===== config.mk =====
export PLATFORM = sky130hd
export DESIGN_NAME = pipe_ctrl
export DESIGN_NICKNAME = d
export VERILOG_FILES = /design/src/rtl/pipe_ctrl.sv
export SDC_FILE = /design/constraint.sdc
export NUM_CORES = 1
export LEC_CHECK = 0
export ABC_AREA = 1
export CAP_MARGIN = 20
export CORE_MARGIN = 4
export CORE_UTILIZATION = 35
export CTS_CLUSTER_SIZE = 28
export DETAILED_ROUTE_END_ITERATION = 12
export PLACE_DENSITY = 0.65
export SLEW_MARGIN = 20
export SYNTH_ARGS = -nofsm -noshare
export SYNTH_HDL_FRONTEND = slang
export SYNTH_SLANG_ARGS = --single-unit

===== constraint.sdc =====
create_clock -name clk -period 6.64 [get_ports clk]
set_clock_uncertainty 0.15 [all_clocks]
set_input_delay 1.992 -clock clk [delete_from_list [all_inputs] [get_ports clk]]
set_output_delay 1.992 -clock clk [all_outputs]
set_load 0.05 [all_outputs]

===== src/rtl/pipe_ctrl.sv =====
// Central pipeline controller: merges stage stall requests, sequences exception
// flushes with PC redirect, and tracks stall statistics for debug.
module pipe_ctrl #(
    parameter int CTRL_WIDTH      = 6,
    parameter int INST_ADDR_WIDTH = 32,
    parameter int TIMEOUT_CYCLES  = 1024,
    parameter int CNT_WIDTH       = 32
) (
    input  logic                       clk,
    input  logic                       rst,
    input  logic                       if_stall_req,
    input  logic                       id_stall_req,
    input  logic                       ex_stall_req,
    input  logic                       mem_stall_req,
    input  logic                       exc_req,
    input  logic [INST_ADDR_WIDTH-1:0] exc_vector,
    output logic [CTRL_WIDTH-1:0]      stall,
    output logic                       flush,
    output logic                       exc_ack,
    output logic                       new_pc_valid,
    output logic [INST_ADDR_WIDTH-1:0] new_pc,
    output logic [CNT_WIDTH-1:0]       stall_cycles,
    output logic                       stall_timeout
);

    localparam int                RUN_W   = $clog2(TIMEOUT_CYCLES + 1);
    localparam logic [RUN_W-1:0]  RUN_MAX = RUN_W'(TIMEOUT_CYCLES);

    localparam logic [1:0] S_IDLE    = 2'd0;
    localparam logic [1:0] S_PENDING = 2'd1;
    localparam logic [1:0] S_FLUSH   = 2'd2;

    logic [1:0]                 r_state;
    logic [1:0]                 w_state_nxt;
    logic                       r_flush;
    logic [INST_ADDR_WIDTH-1:0] r_new_pc;
    logic [CNT_WIDTH-1:0]       r_stall_cycles;
    logic [RUN_W-1:0]           r_run;
    logic                       r_timeout;
    logic [CTRL_WIDTH-1:0]      w_stall_merge;
    logic [CTRL_WIDTH-1:0]      w_stall;

    // Deepest stalled stage holds itself and everything upstream of it.
    always_comb begin
        w_stall_merge = '0;
        if (mem_stall_req)
            w_stall_merge = CTRL_WIDTH'(5'b11111);
        else if (ex_stall_req)
            w_stall_merge = CTRL_WIDTH'(4'b1111);
        else if (id_stall_req)
            w_stall_merge = CTRL_WIDTH'(3'b111);
        else if (if_stall_req)
            w_stall_merge = CTRL_WIDTH'(2'b11);
    end

    // The flush cycle must let the redirect through, and reset forces the vector low.
    assign w_stall = (rst || r_flush) ? '0 : w_stall_merge;

    always_comb begin
        w_state_nxt = r_state;
        case (r_state)
            S_IDLE: begin
                if (exc_req)
                    w_state_nxt = mem_stall_req ? S_PENDING : S_FLUSH;
            end
            S_PENDING: begin
                if (!exc_req)
                    w_state_nxt = S_IDLE;
                else if (!mem_stall_req)
                    w_state_nxt = S_FLUSH;
            end
            S_FLUSH:  w_state_nxt = S_IDLE;
            default:  w_state_nxt = S_IDLE;
        endcase
    end

    always_ff @(posedge clk or posedge rst) begin
        if (rst) begin
            r_state        <= S_IDLE;
            r_flush        <= 1'b0;
            r_new_pc       <= '0;
            r_stall_cycles <= '0;
            r_run          <= '0;
            r_timeout      <= 1'b0;
        end else begin
            r_state <= w_state_nxt;
            r_flush <= (w_state_nxt == S_FLUSH);
            if (w_state_nxt == S_FLUSH)
                r_new_pc <= exc_vector;

            if (w_stall != '0) begin
                if (r_stall_cycles != '1)
                    r_stall_cycles <= r_stall_cycles + 1'b1;
                if (r_run < RUN_MAX)
                    r_run <= r_run + 1'b1;
                // This edge completes the TIMEOUT_CYCLES-th consecutive stalled cycle.
                if (r_run >= RUN_MAX - 1'b1)
                    r_timeout <= 1'b1;
            end else begin
                r_run <= '0;
            end
        end
    end

    assign stall         = w_stall;
    assign flush         = r_flush;
    assign exc_ack       = r_flush;
    assign new_pc_valid  = r_flush;
    assign new_pc        = r_new_pc;
    assign stall_cycles  = r_stall_cycles;
    assign stall_timeout = r_timeout;

endmodule

# == Yosys cells after proc, flatten, opt, wreduce, memory -nomap -nowiden ==
# Index checks and enable logic that the tools add are counted.
# word_totals
reg_bits,79
output_inout_bits,74
elab_cells,31
# op_classes
addsub,2
order_cmp,2
n_eq_ne,4
n_mux,12
reduce_logical,5
# ops
op,n
adder 32 x 1 -> 32 bit (second input constant),1
inequality test 32 bit (second input constant),1
two-way mux 11 bit,2
adder 11 x 1 -> 11 bit (second input constant),1
greater-or-equal comparator 11 x 10 -> 1 bit (second input constant),1
< comparator 11 bit (second input constant),1
two-way mux 2 bit,5
two-way mux 6 bit,1
nonzero test 6 bit,1
two-way mux 5 bit,1
two-way mux 4 bit,1
one-hot mux 2 bit (2 select lines),1
AND reduction 2 bit,2
two-way mux 3 bit,1
== test 2 x 1 -> 1 bit (second input constant),1
== test 2 bit (second input constant),1
logical NOT 2 bit,1
inequality test 2 x 1 -> 1 bit (second input constant),1
logical OR 1 bit,1

# == Longest topological paths before layout ==
# Gate-level depths: netlist of run 1.
# logic_depth
ltp_word,7
depth_mapped,11

# == Least setup slack after synthesis of run 1 ==
# No wires, ideal clock.
# synth_timing
path_kind,input port to output port
from,input port rst
to,output port stall[2]
arrival_ps,2938
required_time_ps,4498
slack_ps,1560
cell_stages,3
path_buffers,0
cell_sequence,nor2_1 -> inv_1 -> a21oi_1
# synth_via
elab_chain_len,2
# synth_lines
item,line_no,rtl
"start, declared",10,"input logic rst,"
logical OR 1 bit,57,assign w_stall = (rst || r_flush) ? '0 : w_stall_merge;
two-way mux 6 bit,57,
"end, declared",17,"output logic [CTRL_WIDTH-1:0] stall,"
# No other way between the ends.

# == Worst setup path after layout of run 1 ==
# layout_timing
from,input port mem_stall_req
to,output port stall[1]
# layout_via
elab_chain_len,2
# layout_lines
item,line_no,rtl
"start, declared",14,"input logic mem_stall_req,"
two-way mux 5 bit,46,if (mem_stall_req)
two-way mux 6 bit,57,
# No other way between the ends.

==> key figures, run 1 <==
Yosys
  • Post-synth ARST share: 1.00
  • Most common cell in the netlist: nand2_1
  • Post-synthesis sequential area ratio: 0.480
  • Yosys reg bits: 78
  • Avg Cell Area, Syn: 7.19 um^2
  • Area leader, netlist: dfrtp_1
  • Largest cells by area after synthesis: dfrtp_1 (48%), nand2_1 (28%), nor2_1 (5.0%)
  • Synthesis Warnings: 0
  • Library cells used by synthesis: 27
  • Syn_nets: 606
  • Syn Inst Count: 565
  • Synth top cells by count: nand2_1 (298), dfrtp_1 (78), nor2_1 (54), inv_1 (40), nand3_1 (13)
  • Primary FF master, synth: dfrtp_1
  • Post-synth top area share: 0.480
  • Mapped Area: 4060 um^2
  • Post-synth EDFFs: 0

Die
  • Die Width: about 120 um
  • Initial Utilization: 0.357
  • # IOs: 113
  • CORE AREA: 11,400 um^2
  • Die area: 13,400 um^2
  • FP Rows: 39
  • Die height: 116 um

Route
  • DRC: 0
  • WL/cell: 12.5 um
  • Final ANT Viol Nets: 0
  • 1st-iter DRT viols: 152
  • Routed wire length: about 10 mm
  • Via count: 3,732
  • DR vias/cell: 4.54
  • DRT Pass-1 Iters: 4

Final layout
  • Post-layout util: 0.493
  • Area growth syn-to-layout: 37.9%
  • Design area: 5600 um^2
  • Layout cell share with drive strength beyond 1: 0.0530
  • Ant. Diodes: 0
  • Final nets: around 700
  • Fillcell total: 1,135

STA
  • Setup TNS: 0 ps
  • Tcrit/Tclk final: 0.922
  • Slew at the pin with the worst max-slew slack: 980 ps
  • Hold Fails Final Rpt: 0
  • Slew Limit Fails: 0
  • Worst rel slew slack: 0.346
  • Highest clock rate: 0.163 GHz
  • RSZ-0062 raised after global routing: false
  • Final setup fails: 0
  • Crit path time final: 6120 ps

Global routing
  • First-pass GRT wire length: 17.5 mm
  • Vias in the first global route: ~3,700
  • Total track usage: 0.164
  • Initial antenna violation count: 0
  • Total grt overflow: 0
  • Largest net degree at the start of global routing: 44

Clocking
  • CTS tree: done
  • Max clock buf depth: 2
  • Post-CTS sizing: 0
  • H-tree Lvls: 3
  • CTS Sinks: 78
  • Post-CTS Setup Bufs: 0
  • Clock-pin slew on the worst setup and hold paths: 60 ps
  • Total CTS buffers: 9
  • Hold buffer count at cts: 0
  • Root Driver: clkbuf_16
  • Worst skew pair latency: 330 ps

Worst setup path
  • Slowest CP cell: clkdlybuf4s50_1
  • FF-to-FF Start: stall_cycles[0]$_DFFE_PP0P_
  • Worst Setup Start Kind: input port
  • Worst setup path startpoint: mem_stall_req
  • Worst Path Required: 4500 ps
  • WP data arrival: 3980 ps
  • Crit end category: primary output
  • CP top delay family: buffers and inverters
  • Worst path buffer plus inverter count: 4
  • Crit Path Class: input port to primary output
  • Highest cell delay on the worst timing path: 840 ps
  • Maximum fanout along the worst path: 10
  • Worst-path cell chain: clkdlybuf4s50_1 -> inv_2 -> nand3_1 -> nand2_1 -> inv_2 -> clkdlybuf4s50_1

Power
  • Leak pwr: between 2 and 3 nW
  • Maximum VDD drop: 0.142 mV
  • Pwr dens: 258 nW/um^2

Status
  • Status: finished, final reports clean

Placed design
  • Placed inst area: between 5000 and 6000 um^2
  • PortBufs: 111
  • Placer Congestion: 0.877
  • DP Wirelength: 7.61 mm

Flow run
  • Max Cap Viol: 0

Min path
  • Hold Startpoint: new_pc[23]$_DFFE_PP0N_
  • Class of the worst hold path: register to register
[tightest hold or removal path, stage by stage, from the launching register on]
cell and delay (ps):
dfrtp_1 340, nand2_1 50, nand2_1 50
[cell families after synthesis]
logic type	count (synthesis)	share of synthesized area
AOI/OAI and AO/OA	20	0.0253
xor gates and xnor gates	15	0.0323
adders and majority gates	2	0.00616
buffers and inverters	59	0.0653
DFF	78	0.480
other	1	0.000923
and+or+nand+nor	390	0.390
[cells in the final DEF, fill, tap and decap left out]
master and n:
inv_4 1, o21ai_0 10, conb_1 1, and2_1 1
clkbuf_8 1, nand2_4 2, dfrtp_1 78, clkbuf_16 9
nor2_8 1, clkinv_2 2, xnor2_1 5, inv_2 4
nor2_2 4, ha_1 2, nor2_1 54, bufinv_16 2
a211oi_1 1, inv_1 39, nand2_1 298, nand3b_1 6
nor2_4 2, buf_4 2, nor3_1 4, clkdlybuf4s50_1 111
clkinvlp_4 2, xor2_1 10, a21oi_1 9, nand3_1 13
nor3_4 1, nand2_2 3, nand4_1 1
[state kept, by name, summed over array words and instances (netlist names)]
register       cells
exc_ack            1
new_pc            32
r_run             11
r_state            1
stall_cycles      32
stall_timeout      1
[worst paths after layout]
path                                           endpoint  cells after the start  slack, ps
setup / recovery                               stall[1]                      6        520
hold reg to reg                  new_pc[23]$_DFFE_PP0N_                      2        320
min in group asynchronous          r_state[1]$_DFF_PP0_                      2       2050
setup reg to reg           stall_cycles[18]$_DFFE_PP0P_                     10       4460
max in group asynchronous  stall_cycles[11]$_DFFE_PP0P_                      3       3280
hold / removal                   new_pc[23]$_DFFE_PP0N_                      2        320
[cell type report]
class,count,area (um^2),area share
multi-input combinational,428,1850,0.331
clock inverter,6,85.1,0.0152
tap,143,179,0.0319
clock buffer,10,239,0.0427
inverter,44,168,0.0299
timing repair buffer,113,1130,0.201
sequential,78,1950,0.349
[stage by stage]
step	instances	worst slack, ps	hold WS (ps)	power, mW
5_1_grt	822	353	339	1.52
3_5_place_dp	806	502	308	0.928
3_3_place_gp	806	560	303	0.924
4_1_cts	822	501	323	1.47
6_report	822	519	318	1.45
2_1_floorplan	565	1560	278	0.794
[routing by layer]
layer | track usage | routed length, um
met5 | 0 | 0
met4 | 0.0673 | 256
met1 | 0.212 | 4650
met3 | 0.0418 | 487
met2 | 0.263 | 4890
[power breakdown]
part / internal [mW] / total [mW] / switching, mW
Combinational: 0.121 / 0.365 / 0.244
Clock: 0.338 / 0.530 / 0.192
Sequential: 0.518 / 0.551 / 0.0334
Total: 0.977 / 1.45 / 0.469
(Power assumes the default switching activity.)
==> run 2: changes to the inputs <==
- CORE_MARGIN: 4 -> 5
==> run 2 against run 1 <==
  * Worst hold slack worse by 3.3 ps
  * Core utilization shrank 0.24 points
  * Combinational power hardly changed
  * Register-to-register slack worse by 20 ps
  * Design area barely moved
  * Final cell count is the same
  * Total power down 0.72%
  * Global-route usage shrank 0.44 points
  * Critical path type unchanged
  * Largest cell class unchanged
  * Largest power group unchanged
==> key figures, run 2 (same netlist as run 1, synthesis figures left out) <==
Die
  • Die area: 13,900 um^2
  • CORE AREA: 11,400 um^2
  • Die Width: 118 um
  • # IOs: between 100 and 150
  • Initial Utilization: 0.356
  • FP Rows: 39
  • Die height: around 120 um

Clocking
  • Max clock buf depth: 2
  • Hold buffer count at cts: 0
  • Worst skew pair latency: 330 ps
  • CTS tree: done
  • Total CTS buffers: 9
  • Post-CTS sizing: 0
  • Post-CTS Setup Bufs: 0
  • Root Driver: clkbuf_16
  • CTS Sinks: 78
  • H-tree Lvls: 3
  • Clock-pin slew on the worst setup and hold paths: 60 ps

Worst setup path
  • Worst-path cell chain: clkdlybuf4s50_1 -> inv_2 -> nand3_1 -> nand2_1 -> inv_2 -> clkdlybuf4s50_1
  • Worst Path Required: 4500 ps
  • Worst Setup Start Kind: input port
  • Maximum fanout along the worst path: 10
  • Crit Path Class: input port to primary output
  • WP data arrival: 4000 ps
  • Slowest CP cell: clkdlybuf4s50_1
  • Crit end category: primary output
  • Highest cell delay on the worst timing path: 840 ps

Route
  • Via count: 3,765
  • DR vias/cell: roughly 4.6
  • WL/cell: 12.8 um
  • DRT Pass-1 Iters: 4
  • Routed wire length: 10.5 mm
  • Final ANT Viol Nets: 0
  • 1st-iter DRT viols: 203
  • DRC: 0

Power
  • Part of the power in registers: 0.384
  • Comb power frac: 0.255
  • Clock share of power: 0.361
  • Leak pwr: between 2 and 3 nW
  • Switching pwr: 0.466 mW
  • Maximum VDD drop: 0.117 mV
  • Sw Ratio: 0.324
  • Internal: 0.970 mW
  • Pwr dens: 257 nW/um^2

Global routing
  • Largest net degree at the start of global routing: 41
  • Global route hottest layer: met2
  • Initial antenna violation count: 0
  • GR Util met1: 0.202
  • Total track usage: 0.160
  • Met3 usage: 0.0461
  • First-pass GRT wire length: 18.7 mm
  • Vias in the first global route: 3,863
  • Total grt overflow: 0
  • GRT met2 Usage: 0.266

STA
  • Worst rel slew slack: 0.361
  • RSZ-0062 raised after global routing: false
  • Crit path time final: 6140 ps
  • Final setup fails: 0
  • Slew Limit Fails: 0
  • Hold Fails Final Rpt: 0
  • Highest clock rate: between 0.15 and 0.2 GHz
  • Slew at the pin with the worst max-slew slack: 957 ps
  • Setup TNS: 0 ps
  • Tcrit/Tclk final: 0.925

Placed design
  • PortBufs: 111
  • DP Wirelength: 7.74 mm
  • Post-Place Cells: 806
  • Placer Congestion: 0.844

Min path
  • Class of the worst hold path: register to register

Final layout
  • Ant. Diodes: 0
  • Most frequent cells in the layout: nand2_1 (298), clkdlybuf4s50_1 (111), dfrtp_1 (78), nor2_1 (54), inv_1 (39)
  • Final nets: 715
  • Most common cell after layout, fill and taps aside: nand2_1
  • Area growth syn-to-layout: 37.8%
  • Layout cell share with drive strength beyond 1: 0.0530
  • Final non-filler cell total: 822

Status
  • Status: finished, final reports clean

Flow run
  • Max Cap Viol: 0
## run 2: worst paths after layout
| path | startpoint | end | slack [ps] | depth (start not counted) |
|---|---|---|---|---|
| worst max-delay path | mem_stall_req | stall[1] | 500 | 6 |
| worst min-delay path | new_pc[2]$_DFFE_PP0N_ | new_pc[2]$_DFFE_PP0N_ | 310 | 2 |
| worst max register to register | stall_cycles[1]$_DFFE_PP0P_ | stall_cycles[28]$_DFFE_PP0P_ | 4440 | 10 |
| worst min register to register | new_pc[2]$_DFFE_PP0N_ | new_pc[2]$_DFFE_PP0N_ | 310 | 2 |
| max in group asynchronous | rst | stall_cycles[17]$_DFFE_PP0P_ | 3280 | 3 |
| min in group asynchronous | rst | stall_timeout$_DFFE_PP0P_ | 2030 | 2 |
## run 2: power groups by stage
stage | Sequential, mW | Clock [mW] | Combinational [mW]
after global routing | 0.557 | 0.557 | 0.392
after CTS | 0.551 | 0.532 | 0.372
after detailed placement | 0.559 | 0 | 0.371
final | 0.551 | 0.518 | 0.366
after floorplan | 0.701 | 0 | 0.0937
after global placement | 0.558 | 0 | 0.367
## run 2: area by class of cell
class / count / area [um^2]
repair buffers: 113 / 1130
fillers: 1113 / 5820
clock inverters: 3 / 40.0
inverters: 44 / 168
clock buffers: 13 / 280
flip-flops and latches: 78 / 1950
multi-input cells: 428 / 1850
well taps: 143 / 179
## run 2: through the flow
stage / total power, mW / hold WS (ps) / area (um^2) / setup slack (ps) / utilization
5_1_grt: 1.51 / 339 / 5600 / 380 / 0.490
2_1_floorplan: 0.794 / 278 / 4060 / 1560 / -
4_1_cts: 1.46 / 322 / 5600 / 493 / 0.490
6_report: 1.44 / 315 / 5600 / 497 / 0.490
3_5_place_dp: 0.929 / 307 / 5280 / 498 / 0.462
3_3_place_gp: 0.925 / 301 / 5280 / 531 / 0.462
## run 2: layer usage
metal,up-vias,share of wire
li1,1918,-
met1,1761,0.45
met2,76,0.48
met3,10,0.059
met4,0,0.013
met5,-,0
## run 2: worst max-delay path: cells and delay by family
kind	cells	cell delay, ps
buf+inv	4	1760
simple gates	2	250
==> run 3: changes to the inputs <==
- CAP_MARGIN: 20 -> unset
- CORE_ASPECT_RATIO: unset -> 1.1
==> run 3 against run 2 <==
  * Via count up 1.3%
  * Die area hardly changed
  * Global-route usage fell by 0.37 points
  * Clock power is 3% higher
  * Final cell count rose by 0.85%
  * Worst setup slack better by 21 ps
  * Maximum frequency up 0.34%
  * Critical endpoint is now stall[0]
==> key figures, run 3 (same netlist as run 1, synthesis figures left out) <==
Final layout
  • Final nets: 715
  • Post-layout util: 0.490
  • Area growth syn-to-layout: 38.0%
  • Most frequent cells in the layout: nand2_1 (298), clkdlybuf4s50_1 (111), dfrtp_1 (78), nor2_1 (54), inv_1 (39)
  • Most common cell after layout, fill and taps aside: nand2_1
  • Layout cell share with drive strength beyond 1: 0.0530
  • Ant. Diodes: 0

Power
  • Sw Ratio: 0.326
  • Part of the power in registers: 0.380
  • Switching pwr: 0.474 mW
  • Internal: around 0.98 mW
  • Leak pwr: 2.71 nW
  • Pwr dens: 259 nW/um^2
  • Maximum VDD drop: between 0.1 and 0.15 mV
  • Clock share of power: 0.368
  • Comb power frac: 0.252

STA
  • Highest clock rate: 0.163 GHz
  • Worst rel slew slack: 0.378
  • Crit path time final: just over 6000 ps
  • Final setup fails: 0
  • Slew Limit Fails: 0
  • RSZ-0062 raised after global routing: false
  • Hold Fails Final Rpt: 0
  • Setup TNS: 0 ps
  • Tcrit/Tclk final: 0.922
  • Slew at the pin with the worst max-slew slack: a little over 900 ps

Worst setup path
  • Worst-path cell chain: clkdlybuf4s50_1 -> inv_2 -> nand3_1 -> nand2_1 -> inv_2 -> clkdlybuf4s50_1
  • Worst path buffer plus inverter count: 4
  • CP top delay family: buffers and inverters
  • WP data arrival: 3980 ps
  • Crit end category: primary output
  • Worst Setup Start Kind: input port
  • Maximum fanout along the worst path: 10
  • Worst Path Required: 4500 ps
  • Slowest CP cell: clkdlybuf4s50_1
  • Crit Path Class: input port to primary output
  • Highest cell delay on the worst timing path: 840 ps

Clocking
  • Root Driver: clkbuf_16
  • CTS tree: done
  • Total CTS buffers: 9
  • Max clock buf depth: 2
  • CTS Sinks: 78
  • H-tree Lvls: 3
  • Post-CTS sizing: 0
  • Hold buffer count at cts: 0
  • Worst skew pair latency: about 330 ps
  • Clock-pin slew on the worst setup and hold paths: 60 ps
  • Post-CTS Setup Bufs: 0

Status
  • Status: finished, final reports clean

Min path
  • Class of the worst hold path: register to register

Route
  • DRC: 0
  • Final ANT Viol Nets: 0
  • WL/cell: 12.7 um
  • Via count: 3,813
  • DR vias/cell: 4.60
  • 1st-iter DRT viols: 217
  • Routed wire length: 10.5 mm
  • DRT Pass-1 Iters: 4

Die
  • Die area: 13,900 um^2
  • Initial Utilization: 0.355
  • CORE AREA: between 10,000 and 15,000 um^2
  • FP Rows: 41
  • Die Width: 113 um
  • # IOs: 113
  • Die height: 123 um

Flow run
  • Max Cap Viol: 0

Global routing
  • Vias in the first global route: 3,687
  • First-pass GRT wire length: 17.6 mm
  • Largest net degree at the start of global routing: 45
  • Total track usage: 0.156
  • Initial antenna violation count: 0
  • Total grt overflow: 0

Placed design
  • DP Wirelength: 7.82 mm
  • Placer Congestion: 0.847
  • PortBufs: 111
## run 3: worst reg2reg max path, stage by stage (launching register included)
cell	delay, ps
dfrtp_1	390
ha_1	210
nand2_2	80
nor2_4	190
nand2_4	120
nor2_8	150
nand2_2	80
nand2_4	300
inv_4	220
nand2_1	130
nand2_1	60
## run 3: final timing paths
path / start / end / slack, ps / cells past startpoint
max: mem_stall_req / stall[0] / 520 / 6
min: new_pc[25]$_DFFE_PP0N_ / new_pc[25]$_DFFE_PP0N_ / 320 / 2
max reg2reg: stall_cycles[0]$_DFFE_PP0P_ / stall_cycles[25]$_DFFE_PP0P_ / 4430 / 10
min reg2reg: new_pc[25]$_DFFE_PP0N_ / new_pc[25]$_DFFE_PP0N_ / 320 / 2
max in group asynchronous: rst / stall_cycles[11]$_DFFE_PP0P_ / 3290 / 3
min in group asynchronous: rst / exc_ack$_DFF_PP0_ / 2060 / 2
## run 3: power by group through the flow
stage | sequential [mW] | combinational (mW) | clock (mW)
3_5_place_dp | 0.559 | 0.372 | 0
4_1_cts | 0.552 | 0.372 | 0.544
2_1_floorplan | 0.701 | 0.0937 | 0
3_3_place_gp | 0.558 | 0.367 | 0
6_report | 0.552 | 0.366 | 0.534
5_1_grt | 0.558 | 0.389 | 0.563
## run 3: stage by stage
| stage | setup WS (ps) | power, mW | hold slack [ps] | area (um^2) | cells |
|---|---|---|---|---|---|
| final | 518 | 1.45 | 317 | 5610 | 829 |
| after global placement | 556 | 0.925 | 300 | 5290 | 813 |
| after global routing | 410 | 1.51 | 343 | 5610 | 829 |
| after floorplan | 1560 | 0.794 | 278 | 4060 | 565 |
| after detailed placement | 508 | 0.931 | 307 | 5290 | 813 |
| after CTS | 506 | 1.47 | 322 | 5610 | 829 |
## run 3: routing by layer
metal / GRT usage / share of wire / wire [um] / up-vias
li1: - / - / - / 1923
met1: 0.190 / 0.43 / 4480 / 1783
met2: 0.267 / 0.50 / 5230 / 88
met3: 0.0357 / 0.050 / 526 / 19
met4: 0.0639 / 0.024 / 256 / 0
met5: 0 / 0 / 0 / -
## run 3: layout make-up
class | count | area [um^2]
clock buffer | 10 | 239
clock inverter | 6 | 83.8
fill | 1102 | 5830
inverter | 44 | 168
multi-input combinational | 428 | 1850
sequential | 78 | 1950
tap | 150 | 188
timing repair buffer | 113 | 1130
